### config.mk
export PLATFORM = sky130hd
export DESIGN_NAME = icache_axi_reader
export DESIGN_NICKNAME = d
export VERILOG_FILES = /design/src/rtl/icache_axi_reader_pkg.sv /design/src/rtl/icache_axi_reader.sv
export SDC_FILE = /design/constraint.sdc
export NUM_CORES = 1
export LEC_CHECK = 0
export ABC_CLOCK_PERIOD_IN_PS = 12330
export CAP_MARGIN = 10
export CELL_PAD_IN_SITES_DETAIL_PLACEMENT = 2
export CELL_PAD_IN_SITES_GLOBAL_PLACEMENT = 2
export CORE_MARGIN = 2
export CORE_UTILIZATION = 31
export DETAILED_ROUTE_END_ITERATION = 10
export GPL_TIMING_DRIVEN = 0
export PLACE_DENSITY_LB_ADDON = 0.12
export SETUP_SLACK_MARGIN = 0.02
export SLEW_MARGIN = 20
export SYNTH_ARGS = -nofsm -noshare
export SYNTH_HDL_FRONTEND = slang
export SYNTH_SLANG_ARGS = --single-unit
### constraint.sdc
create_clock -name clk -period 12.33 [get_ports clk]
set_input_delay 1.233 -clock clk [delete_from_list [all_inputs] [get_ports clk]]
set_output_delay 1.233 -clock clk [all_outputs]
set_load 0.1 [all_outputs]
### src/rtl/icache_axi_reader_pkg.sv
// Shared definitions for the instruction-cache line refill path: FSM states,
// AXI encodings and cache-line geometry.
package icache_axi_reader_pkg;

  typedef enum logic [1:0] {
    ST_IDLE = 2'd0,
    ST_AR   = 2'd1,
    ST_R    = 2'd2,
    ST_DONE = 2'd3
  } state_e;

  localparam int LINE_WORDS  = 8;
  localparam int OFFSET_BITS = 5;
  localparam int BEAT_BITS   = 3;

  localparam logic [1:0] AXI_BURST_INCR = 2'b01;
  localparam logic [2:0] AXI_SIZE_4B    = 3'b010;
  localparam logic [1:0] AXI_RESP_OKAY  = 2'b00;
  localparam logic [7:0] AXI_LEN_LINE   = 8'd7;

  function automatic logic [31:0] line_base(input logic [31:0] addr);
    return {addr[31:OFFSET_BITS], {OFFSET_BITS{1'b0}}};
  endfunction

  function automatic logic resp_is_err(input logic [1:0] resp);
    return (resp != AXI_RESP_OKAY);
  endfunction

endpackage

### src/rtl/icache_axi_reader.sv
// Refills one instruction-cache line through a single 8-beat AXI INCR read
// burst and hands the assembled line to the cache with a one-cycle grant.
module icache_axi_reader #(
  parameter int         LINE_WORDS = 8,
  parameter logic [3:0] AXI_ID     = 4'd0
) (
  input  logic                         clk,
  input  logic                         rst,
  input  logic                         rd_req,
  input  logic [31:0]                  rd_addr,
  output logic                         gnt,
  output logic [LINE_WORDS-1:0][31:0]  line_data,
  output logic                         err,
  output logic [3:0]                   arid,
  output logic [31:0]                  araddr,
  output logic [7:0]                   arlen,
  output logic [2:0]                   arsize,
  output logic [1:0]                   arburst,
  output logic [1:0]                   arlock,
  output logic [3:0]                   arcache,
  output logic [2:0]                   arprot,
  output logic                         arvalid,
  input  logic                         arready,
  input  logic [3:0]                   rid,
  input  logic [31:0]                  rdata,
  input  logic [1:0]                   rresp,
  input  logic                         rlast,
  input  logic                         rvalid,
  output logic                         rready
);
  import icache_axi_reader_pkg::*;

  localparam logic [BEAT_BITS-1:0] BEAT_MAX = BEAT_BITS'(LINE_WORDS - 1);

  state_e                      state_q, state_d;
  logic [31:0]                 addr_q, addr_d;
  logic [BEAT_BITS-1:0]        beat_q, beat_d;
  logic                        err_flag_q, err_flag_d;
  logic [LINE_WORDS-1:0][31:0] line_q, line_d;
  logic                        arvalid_q, rready_q, gnt_q, err_q;

  // Only one burst is ever outstanding, so the read ID carries no information.
  logic unused_rid;
  assign unused_rid = ^rid;

  // Next-state, address latch, beat counter, error accumulation and line buffer.
  always_comb begin
    state_d    = state_q;
    addr_d     = addr_q;
    beat_d     = beat_q;
    err_flag_d = err_flag_q;
    line_d     = line_q;
    case (state_q)
      ST_IDLE: begin
        if (rd_req) begin
          addr_d     = line_base(rd_addr);
          beat_d     = {BEAT_BITS{1'b0}};
          err_flag_d = 1'b0;
          state_d    = ST_AR;
        end else begin
          state_d = ST_IDLE;
        end
      end
      ST_AR: begin
        if (arready) begin
          state_d = ST_R;
        end else begin
          state_d = ST_AR;
        end
      end
      ST_R: begin
        if (rvalid) begin
          // Extra beats land on the last word; completion follows rlast alone.
          line_d[beat_q] = rdata;
          beat_d         = (beat_q == BEAT_MAX) ? beat_q : beat_q + 3'd1;
          err_flag_d     = err_flag_q | resp_is_err(rresp);
          state_d        = rlast ? ST_DONE : ST_R;
        end else begin
          state_d = ST_R;
        end
      end
      ST_DONE: begin
        state_d = ST_IDLE;
      end
      default: begin
        state_d = ST_IDLE;
      end
    endcase
  end

  // State, datapath registers and registered handshake/grant outputs.
  always_ff @(posedge clk or posedge rst) begin
    if (rst) begin
      state_q    <= ST_IDLE;
      addr_q     <= 32'd0;
      beat_q     <= {BEAT_BITS{1'b0}};
      err_flag_q <= 1'b0;
      line_q     <= '0;
      arvalid_q  <= 1'b0;
      rready_q   <= 1'b0;
      gnt_q      <= 1'b0;
      err_q      <= 1'b0;
    end else begin
      state_q    <= state_d;
      addr_q     <= addr_d;
      beat_q     <= beat_d;
      err_flag_q <= err_flag_d;
      line_q     <= line_d;
      arvalid_q  <= (state_d == ST_AR);
      rready_q   <= (state_d == ST_R);
      gnt_q      <= (state_d == ST_DONE);
      err_q      <= (state_d == ST_DONE) & err_flag_d;
    end
  end

  assign arid      = AXI_ID;
  assign araddr    = addr_q;
  assign arlen     = AXI_LEN_LINE;
  assign arsize    = AXI_SIZE_4B;
  assign arburst   = AXI_BURST_INCR;
  assign arlock    = 2'b00;
  assign arcache   = 4'b0000;
  assign arprot    = 3'b000;
  assign arvalid   = arvalid_q;
  assign rready    = rready_q;
  assign gnt       = gnt_q;
  assign err       = err_q;
  assign line_data = line_q;

endmodule

==> reports/results.ini, run 1 <==
[finish]
area_growth_pct=47.0
instances_no_fill=1656
drive_above_1_share=0.316
diodes=0
final_util=0.464
nNetsFinal=1244

[setup_path]
cp_slowest_cell=clkdlybuf4s50_1
r2r-end=line_data[20]
crit_fanout=2
max_stage_delay_ns=1.23
crit_buf_inv=1
start_kind=flip-flop
path_class=flip-flop to output pin
r2r_cells=5
critPathTopFamily=buffers and inverters
cp.arrival_ns=2.09
worstPathRequired_ns=11.10
crit_path_end_kind=output pin
crit_chain=clkdlybuf4s50_1
r2r_slack_ns=10.30
reg2reg_from=beat_q[1]

[place]
gp_congestion=0.713
dpl.cell_count=1597
dp_hpwl_um=25300
port_buffers=353

[floorplanning]
start_util=0.316
die_x_um=198
core_mm2=0.0368
die_h_um=198
ioPinCount=394
row_count=70
die-area_mm2=0.0390

[worst_hold_path]
hp-start=araddr[30]
whs_path_depth=2
hold_end=araddr[30]
min_path_type=flip-flop to flip-flop

[timing]
whs_ns=0.479
skew_ns=0.0156
setup_viol=0
fmax_ghz=0.301
period_share=0.270
hold_viol=0
tightest_slew_ns=1.10
final.min_clock_period_ns=3.33
slew_headroom=0.262
grt_setup_unrepaired=false
finalMaxSlewViolations=0
fin_tns_setup_ns=0

[routing]
drt_pass1_iterations=4
vias=7478
via_per_inst=4.52
ant_nets=0
wl_per_cell_um=21.7
drc=0
routed_wl_um=35900
drtIter0Drc=235

[synthesis]
synth.distinct_cells=32
synthTopCellsByArea=dfrtp_1, mux2_2, mux2_4, nand2_1, buf_4
synthFlopType=dfrtp_1
yosys_register_bits=293
synth.largest_area_cell=dfrtp_1
synthArstFlopShare=1.00
synth_most_common_cell=dfrtp_1
synthTopCellsByCount=dfrtp_1, mux2_2, nand2_1
syn_area_mm2=0.0116
avgSynthCellArea_um2=15.6
synth_cells=744
synth_edf_count=0
seq_area_frac_synth=0.631
synth_top_area_frac=0.631
yosysWarnings=0

[clock_network]
cts_tree=done
clk_latency_ns=0.52
root_buffer=clkbuf_16
postCtsSetupBuffers=0
cts.sinks=293
path_clk_slew_ns=0.06
cts_hold_buffers=0
htreeDepth=2
postCtsResizedCells=0
cts_buffer_depth=3
tritoncts.num_buffers=35

[grt]
grt_usage=0.185
antenna_found_initial=0
grt_pass1_wl_um=54500
grt_max_degree=103
grt_pass1_vias=8591
grt-ovfl-total=0

[run_status]
outcome=finished clean

[job]
max_cap_viol_count=0

state kept, by name, summed over array words and instances (netlist names):
name        count
err             1
rready          1
arvalid         1
araddr         27
beat_q          3
state_q         2
line_data     256
gnt             1
err_flag_q      1
per-stage QoR:
step	worst slack (ns)	area, µm²
3_5_place_dp	9.01	15900
2_1_floorplan	3.01	11700
5_1_grt	8.94	17100
6_report	9.00	17100
4_1_cts	8.98	17100
3_3_place_gp	-1.43	15800
cell usage in the layout (no fill, tap or decap), types with 3 or more instances in the layout:
cell type        Yosys  final
buf_12               3      3
buf_16               0      3
buf_2               13     13
buf_4               34     34
buf_6               10     10
clkbuf_1             6     15
clkbuf_16            0     36
clkbuf_8             0      7
clkdlybuf4s50_1      0    353
conb_1               2     31
dfrtp_1            293    293
mux2_1               5      5
mux2_2             191    191
mux2_4              60     60
nand2_1             86     86
nand2b_1             3      3
nor3b_1              3      3
o211ai_1             5      5
o21ai_0              5      5
how the worst max path moves through the flow:
stage,start,endpoint,slack [ns],depth (start not counted)
after global placement,rst,line_data[203],-1.43,2
after floorplan,rst,araddr[10],3.01,1
final,line_data[158],line_data[158],9.00,1
after CTS,line_data[158],line_data[158],8.98,1
after detailed placement,rvalid,line_data[244],9.01,5
after global routing,line_data[222],line_data[222],8.94,1
metal layers:
metal	vias up	GRT usage	wire, µm
met3	55	0.0683	3120
li1	3328	-	-
met5	-	0	0
met2	248	0.306	17400
met1	3847	0.225	14500
met4	0	0.0593	921
cell families (layout without fill, tap and decap cells):
| family | after synthesis | in the layout | share of synthesized area |
|---|---|---|---|
| buffers and inverters | 69 | 484 | 0.0454 |
| multiplexers | 256 | 256 | 0.268 |
| adder cells (fa/ha/maj) | 2 | 2 | 0.00215 |
| flip-flops | 293 | 293 | 0.631 |
| AND/OR/NAND/NOR | 109 | 109 | 0.0460 |
| other | 2 | 31 | 0.000647 |
| AO/OA/AOI/OAI | 13 | 13 | 0.00690 |
cell type report:
cell class,count,area (µm²)
Multi-Input combinational cell,411,3860
Tap cell,468,586
Sequential cell,293,7330
Clock buffer,52,1030
Fill cell,3547,19700
Inverter,3,18.8
Clock inverter,7,104
Timing Repair Buffer,356,3620
Buffer,66,515
Power of run 1 is not shown: default switching activity piles up to over one toggle a cycle in this logic, so the estimate is an artifact.
==> run 2, diff against run 1 <==
- ABC_CLOCK_PERIOD_IN_PS: 12330 -> 3000
- CORE_UTILIZATION: 31 -> 28
- clock period: 12.33 -> 3 ns (I/O delays scaled with it)
==> reports/results.ini, run 2 (synthesized netlist as in run 1, its figures left out) <==
[routing]
drc=0  ; unchanged
drt_pass1_iterations=3  ; -1
routed_wl_um=37200  ; +3.7%
drtIter0Drc=184  ; -22%
vias=7522  ; +0.59%
ant_nets=0  ; unchanged
via_per_inst=4.33  ; -4.0%
wl_per_cell_um=21.4  ; -1.1%

[grt]
antenna_found_initial=0  ; unchanged
grt_max_degree=31  ; -70%
grt-ovfl-total=0  ; unchanged
grt_pass1_vias=8384  ; -2.4%
grt_pass1_wl_um=56700  ; +4.0%
grt_usage=0.174  ; -0.0116

[worst_hold_path]
min_path_type=input port to asynchronous set/reset pin

[floorplanning]
core_mm2=0.0409  ; +11%
die_h_um=208  ; +5.1%
die_x_um=208  ; +5.1%
die-area_mm2=0.0431  ; +10%
start_util=0.284  ; -0.0319
ioPinCount=394  ; unchanged
row_count=74  ; +5.7%

[timing]
slew_headroom=0.271  ; +0.00895
skew_ns=0.0128  ; -0.00281 ns
final.min_clock_period_ns=2.40
timing.final.ws_setup_ns=0.597  ; -8.41 ns
finalMaxSlewViolations=0  ; unchanged
setup_viol=0  ; unchanged
hold_viol=0  ; unchanged
period_share=0.801
tightest_slew_ns=1.09  ; -0.0134 ns
grt_setup_unrepaired=false
fmax_ghz=0.416

[place]
gp_congestion=0.692  ; -2.9%
dpl.cell_count=1670  ; +4.6%
port_buffers=353  ; unchanged
pre_cts_ws_ns=0.557  ; -8.46 ns
dp_hpwl_um=26700  ; +5.2%

[clock_network]
postCtsSetupBuffers=0  ; unchanged
cts_tree=done
htreeDepth=2  ; unchanged
cts_hold_buffers=0  ; unchanged
postCtsResizedCells=0  ; unchanged
root_buffer=clkbuf_16
tritoncts.num_buffers=37  ; +5.7%
path_clk_slew_ns=0.06  ; about the same
cts.sinks=293  ; unchanged
cts_buffer_depth=3  ; unchanged
clk_latency_ns=0.54  ; +0.02 ns

[setup_path]
start_kind=flip-flop
cp_slowest_cell=clkdlybuf4s50_1
max_stage_delay_ns=1.21  ; -0.02 ns
critPathTopFamily=buffers and inverters
worstPathRequired_ns=2.70  ; -8.40 ns
crit_path_end_kind=output pin
crit_chain=clkdlybuf4s50_1
path_class=flip-flop to output pin
crit_fanout=2  ; unchanged
crit_buf_inv=1  ; unchanged
cp.arrival_ns=2.10  ; about the same

[job]
max_cap_viol_count=0  ; unchanged

[finish]
drive_above_1_share=0.328  ; +0.0124
nNetsFinal=1255  ; +0.88%
diodes=0  ; unchanged
instances_no_fill=1736  ; +4.8%
fillers=4065  ; +15%
area_growth_pct=49.9
largest_reg_flops=256  ; unchanged
mostFrequentLayoutCell=clkdlybuf4s50_1
layout_common_cells=clkdlybuf4s50_1, dfrtp_1, mux2_2

[run_status]
outcome=finished clean

## run 2: changes by cell type in the layout (fill, tap and decap cells not counted)
cell / change
clkbuf_8: +3
clkinv_8: -1
clkinvlp_4: +1
buf_12: +9
clkinv_2: +8
clkinv_4: -1
clkbuf_1: -4
inv_8: -1
clkbuf_16: +3
bufinv_16: -1
## run 2: path summary, 6_finish.rpt
| check | to | from | cells after the start | slack (ns) |
|---|---|---|---|---|
| worst max-delay path | line_data[30] | line_data[30] | 1 | 0.60 |
| worst min-delay path | line_data[2] | rst | 2 | 0.07 |
| worst max register to register | line_data[226] | beat_q[1] | 5 | 0.97 |
| worst min register to register | araddr[17] | araddr[17] | 2 | 0.48 |
| max in group asynchronous | line_data[217] | rst | 6 | 1.84 |
| min in group clk | araddr[25] | rd_addr[25] | 3 | 0.29 |
## run 2: routing by layer
metal / vias to the layer above / wire length (µm) / track usage
met5: - / 0 / 0
met4: 0 / 704 / 0.0438
met3: 53 / 2700 / 0.0635
met2: 223 / 18200 / 0.290
met1: 3889 / 15600 / 0.213
li1: 3357 / - / -
## run 2: cell type report
class	instances	area (µm²)	share of cell area
Tap cell	532	666	0.0382
Clock buffer	54	1130	0.0650
Clock inverter	12	88.8	0.00510
Multi-Input combinational cell	411	3860	0.222
Buffer	66	515	0.0296
Sequential cell	293	7330	0.421
Timing Repair Buffer	365	3800	0.218
Inverter	3	15.0	0.000862
## run 2: stage by stage
step / TNS [ns] / util / instance area, µm² / hold WS [ns]
after floorplan: -348.42 / - / 11700 / 0.405
after global placement: -1107.81 / 0.389 / 15900 / 0.458
after detailed placement: 0 / 0.396 / 16200 / 0.467
after CTS: 0 / 0.425 / 17400 / 0.0365
after global routing: 0 / 0.425 / 17400 / 0.0572
final: 0 / 0.425 / 17400 / 0.0689
Power of run 2 is left out for the same reason.
